`config.mk`:
```
export PLATFORM = sky130hd
export DESIGN_NAME = mem_arbiter
export DESIGN_NICKNAME = d
export VERILOG_FILES = /design/src/rtl/mem_arbiter.sv
export SDC_FILE = /design/constraint.sdc
export NUM_CORES = 1
export LEC_CHECK = 0
export ABC_AREA = 1
export BUFFER_PORTS_ARGS = -buffer_cell sky130_fd_sc_hd__buf_4
export CELL_PAD_IN_SITES_DETAIL_PLACEMENT = 1
export CELL_PAD_IN_SITES_GLOBAL_PLACEMENT = 2
export CORE_AREA = 4 4 532 534
export CTS_CLUSTER_DIAMETER = 200
export DETAILED_ROUTE_END_ITERATION = 8
export DIE_AREA = 0 0 536 538
export GPL_TIMING_DRIVEN = 0
export PLACE_DENSITY = 0.3
export SYNTH_ARGS = -nofsm -noshare
export SYNTH_HDL_FRONTEND = slang
export SYNTH_SLANG_ARGS = --single-unit
```
`constraint.sdc`:
```
create_clock -name clk -period 2.4 [get_ports clk]
set_input_delay 0.36 -clock clk [delete_from_list [all_inputs] [get_ports clk]]
set_output_delay 0.36 -clock clk [all_outputs]
set_load 0.1 [all_outputs]
```
`src/rtl/mem_arbiter.sv`:
```
// rtl/mem_arbiter.sv - two-port cache-line arbiter (I-cache / D-cache) onto one physical memory port
// Ties alternate via last_grant; a one-cycle DONE state keeps a not-yet-dropped request from being re-granted.
module mem_arbiter #(
  parameter int LINE_W = 256,
  parameter int ADDR_W = 32
) (
  input  logic              clk,
  input  logic              rst,
  input  logic              icache_read_i,
  input  logic [ADDR_W-1:0] icache_address_i,
  output logic [LINE_W-1:0] icache_rdata_o,
  output logic              icache_resp_o,
  input  logic              dcache_read_i,
  input  logic              dcache_write_i,
  input  logic [ADDR_W-1:0] dcache_address_i,
  input  logic [LINE_W-1:0] dcache_wdata_i,
  output logic [LINE_W-1:0] dcache_rdata_o,
  output logic              dcache_resp_o,
  output logic              pmem_read_o,
  output logic              pmem_write_o,
  output logic [ADDR_W-1:0] pmem_address_o,
  output logic [LINE_W-1:0] pmem_wdata_o,
  input  logic [LINE_W-1:0] pmem_rdata_i,
  input  logic              pmem_resp_i
);

  typedef enum logic [1:0] {IDLE, SERVE_I, SERVE_D, DONE} state_t;

  state_t state;
  logic   last_d;
  logic   d_req;
  logic   grant_d;

  assign d_req   = dcache_read_i | dcache_write_i;
  // D wins unless the I side also requests and D was the previous grantee.
  assign grant_d = d_req && (!icache_read_i || !last_d);

  always_ff @(posedge clk or negedge rst) begin
    if (!rst) begin
      state          <= IDLE;
      last_d         <= 1'b0;
      pmem_read_o    <= 1'b0;
      pmem_write_o   <= 1'b0;
      pmem_address_o <= '0;
      pmem_wdata_o   <= '0;
    end else begin
      case (state)
        IDLE: begin
          if (d_req || icache_read_i) begin
            last_d         <= grant_d;
            state          <= grant_d ? SERVE_D : SERVE_I;
            pmem_address_o <= grant_d ? dcache_address_i : icache_address_i;
            if (grant_d && dcache_write_i) begin
              pmem_write_o <= 1'b1;
              pmem_wdata_o <= dcache_wdata_i;
            end else begin
              pmem_read_o  <= 1'b1;
            end
          end
        end
        SERVE_I, SERVE_D: begin
          if (pmem_resp_i) begin
            state        <= DONE;
            pmem_read_o  <= 1'b0;
            pmem_write_o <= 1'b0;
          end
        end
        DONE:    state <= IDLE;
        default: state <= IDLE;
      endcase
    end
  end

  // Completion is combinational so the cache sees data in the same cycle as pmem_resp_i.
  assign icache_resp_o  = (state == SERVE_I) && pmem_resp_i;
  assign dcache_resp_o  = (state == SERVE_D) && pmem_resp_i;
  assign icache_rdata_o = icache_resp_o ? pmem_rdata_i : '0;
  assign dcache_rdata_o = dcache_resp_o ? pmem_rdata_i : '0;

endmodule

```
Word level (Yosys, flattened, before mapping)
Index checks and enable logic that the tools add are counted.
{"block": "totals", "ff_bits": 293, "in_bits": 582, "output_inout_bits": 804, "elab_cells": 44}
{"block": "classes", "eq_ne": 7, "mux": 14, "bitwise_logic": 1, "n_reduce_logical": 16}
{"cell": "two-way mux 256 bit", "count": 2}
{"cell": "two-way mux 32 bit", "count": 1}
{"cell": "inequality test 2 bit, second input constant", "count": 4}
{"cell": "AND reduction 4 bit", "count": 2}
{"cell": "two-way mux 2 bit", "count": 3}
{"cell": "one-hot mux 2 bit (3 select lines)", "count": 1}
{"cell": "two-way mux 1 bit", "count": 5}
{"cell": "equality test 2 bit, second input constant", "count": 2}
{"cell": "logical AND 1 bit", "count": 4}
{"cell": "one-hot mux 1 bit (2 select lines)", "count": 2}
{"cell": "AND reduction 2 bit", "count": 2}
{"cell": "AND reduction 3 bit", "count": 1}
{"cell": "equality test 2 x 1 -> 1 bit, second input constant", "count": 1}
{"cell": "zero test 1 bit", "count": 2}
{"cell": "zero test 2 bit", "count": 1}
{"cell": "logical OR 1 bit", "count": 2}
{"cell": "nonzero test 2 bit", "count": 1}
{"cell": "OR reduction 2 bit", "count": 1}
{"cell": "bitwise OR 1 bit", "count": 1}

Longest topological paths before layout
Gate-level depths: netlist (run 1).
{"block": "depth", "depth_word": 7, "mapped_depth": 9, "mapped_depth_nobuf": 9}

Worst setup path after synthesis (run 1)
No wires, ideal clock.
{"block": "synth_path", "path_kind": "reg2out", "start": "register state[0]", "end": "output port dcache_rdata_o[244]", "t_arrival_ns": 2.327, "required_time_ns": 2.040, "path_slack_ns": -0.287, "stages_incl_launch_ff": 7, "n_path_buf": 2, "path_cell_list": "dfrtp_1 > inv_1 > ha_1 > nand2_1 > buf_2 > buf_1 > nor2_1"}
{"block": "synth_between", "elab_chain_len": 3}
{"element": "start, declared", "line": "29", "text": "state_t state;"}
{"element": "start signal, assigned", "line": "51", "text": "state <= grant_d ? SERVE_D : SERVE_I;"}
{"element": "equality test 2 bit", "line": "76", "text": "assign dcache_resp_o = (state == SERVE_D) && pmem_resp_i;"}
{"element": "logical AND 1 bit", "line": "76"}
{"element": "two-way mux 256 bit", "line": "78", "text": "assign dcache_rdata_o = dcache_resp_o ? pmem_rdata_i : '0;"}
{"element": "end, declared", "line": "17", "text": "output logic [LINE_W-1:0] dcache_rdata_o,"}
No other way between the ends.

Worst setup path after layout (run 1)
{"block": "layout_path", "start": "register state[0]", "end": "output port dcache_rdata_o[212]"}
The elaborated chain is that of the path after synthesis.

==> results of run 1 <==
[power by group through the flow]
stage / sequential [mW] / combinational [mW] / clock (mW)
after floorplan: 25.0 / 14.0 / 0
after global placement: 8.74 / 43.9 / 0
after detailed placement: 8.78 / 43.8 / 0
after CTS: 8.75 / 47.3 / 7.39
after global routing: 9.04 / 49.7 / 7.57
final: 8.69 / 47.8 / 6.90
[per-stage QoR]
stage,TNS (ns),hold slack [ns]
after floorplan,-56.00,0.0644
after global placement,-1228.13,0.468
after detailed placement,-360.51,0.422
after CTS,-173.75,0.000223
after global routing,-166.16,0.0342
final,-89.43,0.0637
[area by class of cell]
class                      count  area (sq um)  area share
antenna                        9          22.5    0.000531
clock inverter                10           129     0.00304
sequential                   293          7330       0.173
clock buffer                  66          1280      0.0303
multi-input combinational   1190          7380       0.174
inverter                     556          2090      0.0492
timing repair buffer        1699         18000       0.424
tap                         3724          4660       0.110
buffer                       125          1540      0.0362
[per-layer routing]
layer,routed length (um),part of all wire
met5,64,0.00032
met4,3240,0.016
met3,14500,0.073
met2,88900,0.45
met1,91200,0.46
[cell families after synthesis]
| group | Yosys count |
|---|---|
| buf+inv | 681 |
| fa+ha+maj | 4 |
| simple gates | 891 |
| flops | 293 |
| compound gates | 295 |
[repair_timing]
item	in CTS	in global routing
pin swaps	11	7
hold endpoints to repair	339	0
cloned	5	7
setup buffers	8	2
gates resized for setup	1126	522
endpoints found under the setup margin	540	617
hold buffers	290	0
[worst paths after layout]
kind                                            endpoint  slack [ns]  cells past startpoint
max                                  dcache_rdata_o[212]       -0.35                      8
min                         pmem_wdata_o[31]$_DFFE_PN0P_        0.06                      3
max reg2reg                 pmem_wdata_o[16]$_DFFE_PN0P_        0.17                      7
min reg2reg                pmem_address_o[1]$_DFFE_PN0P_        0.48                      2
max in group asynchronous   pmem_wdata_o[76]$_DFFE_PN0P_        0.59                      4
min in group asynchronous  pmem_wdata_o[198]$_DFFE_PN0P_        0.32                      2
[cells in the mapped netlist (all sizes together)]
cell type,n,area [sq um]
clkbuf,15,56.3
ha,4,50.1
nand2,372,1400
o211ai,32,240
nand3,4,32.5
a21oi,2,21.3
o21ai,260,1300
dfrtp,293,7330
inv,556,2090
or2,1,6.26
buf,110,742
a21boi,1,7.51
nor2,514,1930
[critical path, delay by kind of cell (launching register included)]
kind	cells	cell delay, ns
AND/OR/NAND/NOR	2	0.31
flip-flops	1	0.39
adder cells (fa/ha/maj)	1	0.16
buffers and inverters	5	0.83
[state kept, by name, indices dropped and copies added, names as in the netlist]
register,cells
pmem_wdata_o,256
last_d,1
pmem_read_o,1
pmem_write_o,1
state,2
pmem_address_o,32
==> results.yml, run 1 <==
power:
  p_int_mw: 21.7
  max-vdd-ir-drop_mv: 0.523
  p_comb_frac: 0.754
  power_switching_mw: 41.7
  total_power_mw: 63.4
  power_leakage_nw: 20.1
  swShare: 0.657
  powerDensity_mw_per_mm2: 1490
  pwr-share-seq: 0.137
  pwr-share-clk: 0.109
final_layout:
  drive_gt1_frac: 0.526
  area_growth_syn_to_layout_pct: 179
  fill_cells: 32700
  layout_common_cells: "buf_4 (972), inv_1 (551), nand2_1 (370)"
  nNetsFinal: 4496
  final_common_cell: "buf_4"
  layout.cells.non_filler: 7672
  final_area_sq_mm: 0.0424
  final_core_utilization: 0.152
yosys:
  avgSynthCellArea_sq_um: 7.02
  yosys.area_share.xor_xnor: 0
  syn-instance-count: 2164
  ys_seq_area_frac: 0.482
  yosysWarnings: 0
  synth-simple-area-share: 0.221
  synth.distinct_cells: 20
  synth_seq_cells: 293
  synth_top_family_by_area: "simple AND/OR/NAND/NOR gates"
  synth_area_sq_mm: 0.0152
  synth_fa_ha_area_frac: 0.00329
  syn_nets: 2750
  synthMuxAreaShare: 0
  synth_compound_area_frac: 0.103
grt:
  grt_util_met1: 0.178
  grt_max_degree: 86
  top_usage_layer: "met2"
  antenna_found_initial: 65
  overflow: 0
  met3_usage: 0.0384
  grt_pass1_vias: 22700
  track_usage: 0.130
  grt_pass1_wl_um: 247000
  met2_usage: 0.205
placed_design:
  dp.cells: 7276
  port-buffer-count: 1385
  globalplace.congestion: 0.796
  pre_cts_ws_ns: -1.13
  place_area_sq_mm: 0.0311
  hpwl_um: 173000
sta:
  rsz0062_at_grt: "true"
  tightest_slew_ns: 0.939
  max_freq_ghz: 0.364
  period_needed_ns: 2.75
  finalHoldViolCount: 0
  setup_viol: 514
  setup_ws_ns: -0.346
  drv_slew: 0
  slew_headroom: 0.374
  period_share: 1.14
  fin_skew_ns: 0.0232
clocking:
  htreeDepth: 2
  cts-root-buf: "clkbuf_16"
  path_clk_slew_ns: 0.07
  clk_latency_ns: 0.66
  cts_tree: "yes"
  cts_num_sinks: 293
  numCtsBuffers: 45
  cts_buffer_depth: 3
critical_path:
  worstPathMaxFanout: 10
  cp-end-kind: "primary output"
  crit_top_cell: "buf_12"
  max_stage_delay_ns: 0.39
  critical_path_required_ns: 2.04
  critPathLaunchType: "flip-flop"
  critPathLaunch: "state[0]$_DFFE_PN0P_"
  worstPathArrival_ns: 2.39
  r2r-start: "state[0]$_DFFE_PN0P_"
  cp_slowest_cell: "dfrtp_1"
  crit_chain: "inv_2 -> ha_4 -> nand2_8 -> buf_12 -> clkbuf_16 -> buf_12 -> nor2_4 -> buf_12"
  path_class: "flip-flop to primary output"
die:
  chipWidth_um: 536
  start_util: 0.0546
  core_sq_mm: 0.278
  die-area_sq_mm: 0.288
  die_y_um: 538
  rows: 194
  ios: 1386
route:
  viasPerCell: 2.73
  antenna_left: 0
  first_pass_iters: 5
  initialDrtViolationCount: 660
  vias: 21000
  drcViolationCount: 0
  finalWirelength_um: 198000
  drt-wirelength-per-cell_um: 25.8
run:
  drv_cap: 0
min_path:
  hold_path_startpoint: "dcache_wdata_i[31]"
  hold_path_class: "primary input to flip-flop"
outcome:
  violations: "setup timing"
  status: "complete, but fails checks"
(Power assumes the default switching activity.)
==> run 2: changes to the inputs <==
--- a/config.mk
+++ b/config.mk
@@ -10,6 +10,7 @@
 export CELL_PAD_IN_SITES_DETAIL_PLACEMENT = 1
 export CELL_PAD_IN_SITES_GLOBAL_PLACEMENT = 2
 export CORE_AREA = 4 4 532 534
+export CTS_BUF_LIST = sky130_fd_sc_hd__clkbuf_8
 export CTS_CLUSTER_DIAMETER = 200
 export DETAILED_ROUTE_END_ITERATION = 8
 export DIE_AREA = 0 0 536 538
==> results.yml, run 2 (synthesized netlist as in run 1, its figures left out) <==
power:
  powerDensity_mw_per_mm2: 1470
  p_comb_frac: 0.763
  power_switching_mw: 41.9
  pwr-share-seq: 0.138
  total_power_mw: 63.2
  max-vdd-ir-drop_mv: 0.523
  pwr-share-clk: 0.099
  swShare: 0.663
  power_leakage_nw: 20.3
  p_int_mw: 21.3
sta:
  rsz0062_at_grt: "true"
  setup_viol: 542
  max_freq_ghz: 0.354
  period_share: 1.18
  fin_skew_ns: 0.0520
  fin_setup_tns_ns: -135.49
  holdWs_ns: 0.151
  tightest_slew_ns: 1.05
  period_needed_ns: 2.83
  finalHoldViolCount: 0
  setup_ws_ns: -0.427
  slew_headroom: 0.299
  drv_slew: 0
critical_path:
  path_class: "flip-flop to primary output"
  critical_path_required_ns: 2.04
  critPathLaunchType: "flip-flop"
  cp-end-kind: "primary output"
  worstPathArrival_ns: 2.47
  worstPathMaxFanout: 10
grt:
  grt_max_degree: 86
  track_usage: 0.131
  overflow: 0
  antenna_found_initial: 63
  grt_pass1_vias: 23100
  grt_pass1_wl_um: 248000
min_path:
  hold_path_class: "primary input to flip-flop"
placed_design:
  globalplace.congestion: 0.796
  port-buffer-count: 1385
  dp.cells: 7276
  hpwl_um: 173000
run:
  drv_cap: 0
die:
  rows: 194
  chipWidth_um: 536
  core_sq_mm: 0.278
  start_util: 0.0546
  ios: 1386
  die-area_sq_mm: 0.288
  die_y_um: 538
route:
  finalWirelength_um: 199000
  first_pass_iters: 5
  antenna_left: 0
  viasPerCell: 2.74
  drcViolationCount: 0
  drt-wirelength-per-cell_um: 25.6
  initialDrtViolationCount: 610
  vias: 21300
clocking:
  cts_tree: "yes"
  clk_latency_ns: 0.76
  numCtsBuffers: 72
  cts-root-buf: "clkbuf_8"
  htreeDepth: 3
  cts_buffer_depth: 3
  cts_num_sinks: 293
  path_clk_slew_ns: 0.05
final_layout:
  reg_top3: "pmem_wdata_o x256, pmem_address_o x32, state x2"
  final_common_cell: "buf_4"
  drive_gt1_frac: 0.526
  layout_common_cells: "buf_4 (956), inv_1 (574), nand2_1 (370)"
  layout.cells.non_filler: 7745
  final_core_utilization: 0.154
  area_growth_syn_to_layout_pct: 183
  largest_register_ffs: 256
  nNetsFinal: 4552
  regMostFlops: "pmem_wdata_o"
  fill_cells: 32700
outcome:
  status: "complete, but fails checks"
  violations: "setup timing"
==> run 2: cell types whose count changed in the layout (fill, tap and decap cells not counted), sizes merged, moves of 3 or more <==
cell	change
clkinv	+4
inv	+24
clkbuf	+9
dlygate4sd3	+31
diode	+3
buf	+3
==> run 2: worst max-delay path, stage by stage (launching register included) <==
cell and delay [ns]:
dfrtp_1 0.39, inv_2 0.09, ha_4 0.16, nand2_8 0.08, buf_12 0.16, clkbuf_16 0.18, buf_12 0.17, nor2_4 0.25
buf_12 0.22
==> run 2: power groups by stage <==
stage               Sequential [mW]  Combinational [mW]  Clock (mW)
floorplan                      25.0                14.0           0
finish                         8.71                48.2        6.28
global placement               8.74                43.9           0
detailed placement             8.78                43.8           0
global route                   9.05                50.1        6.99
CTS                            8.76                47.6        6.84
==> run 2: worst paths after layout <==
| check | endpoint | depth (start not counted) | startpoint | slack (ns) |
|---|---|---|---|---|
| worst max-delay path | dcache_rdata_o[217] | 8 | state[0]$_DFFE_PN0P_ | -0.43 |
| worst max register to register | pmem_wdata_o[95]$_DFFE_PN0P_ | 9 | state[0]$_DFFE_PN0P_ | -0.15 |
| max in group asynchronous | pmem_wdata_o[76]$_DFFE_PN0P_ | 4 | rst | 0.70 |
| worst min-delay path | state[0]$_DFFE_PN0P_ | 6 | dcache_read_i | 0.15 |
| min in group asynchronous | pmem_wdata_o[202]$_DFFE_PN0P_ | 2 | rst | 0.21 |
| worst min register to register | pmem_read_o$_DFFE_PN0P_ | 2 | pmem_read_o$_DFFE_PN0P_ | 0.48 |
==> run 2: final cells by class <==
cell class,count,area [sq um],share of cell area
Antenna cell,12,30.0,0.000698
Buffer,125,1560,0.0363
Clock buffer,80,1100,0.0256
Clock inverter,37,224,0.00521
Inverter,556,2090,0.0485
Multi-Input combinational cell,1190,7490,0.174
Sequential cell,293,7330,0.171
Tap cell,3724,4660,0.108
Timing Repair Buffer,1728,18500,0.431
==> run 2: timing repair <==
| action | 4_1_cts | 5_1_grt |
|---|---|---|
| cloned | 5 | 4 |
| endpoints found under the setup margin | 535 | 631 |
| hold buffers | 321 | 0 |
| pin swaps | 11 | 10 |
| resized for setup | 1180 | 560 |
| buffers inserted | 8 | 3 |
| endpoints found under the hold margin | 354 | 0 |
==> run 2: per-layer routing <==
metal  global-route usage  wire length, um  vias up
met3               0.0427            14700      225
met1                0.177            91200    10200
li1                     -                -     9894
met4               0.0250             4420       12
met2                0.203            88100      923
met5                    0               70        -
==> run 2: metrics by stage <==
stage	area, sq um	setup WS, ns
3_3_place_gp	31000	-3.14
3_5_place_dp	31100	-1.13
5_1_grt	43000	-0.567
4_1_cts	40600	-0.553
6_report	43000	-0.427
2_1_floorplan	16000	-0.287
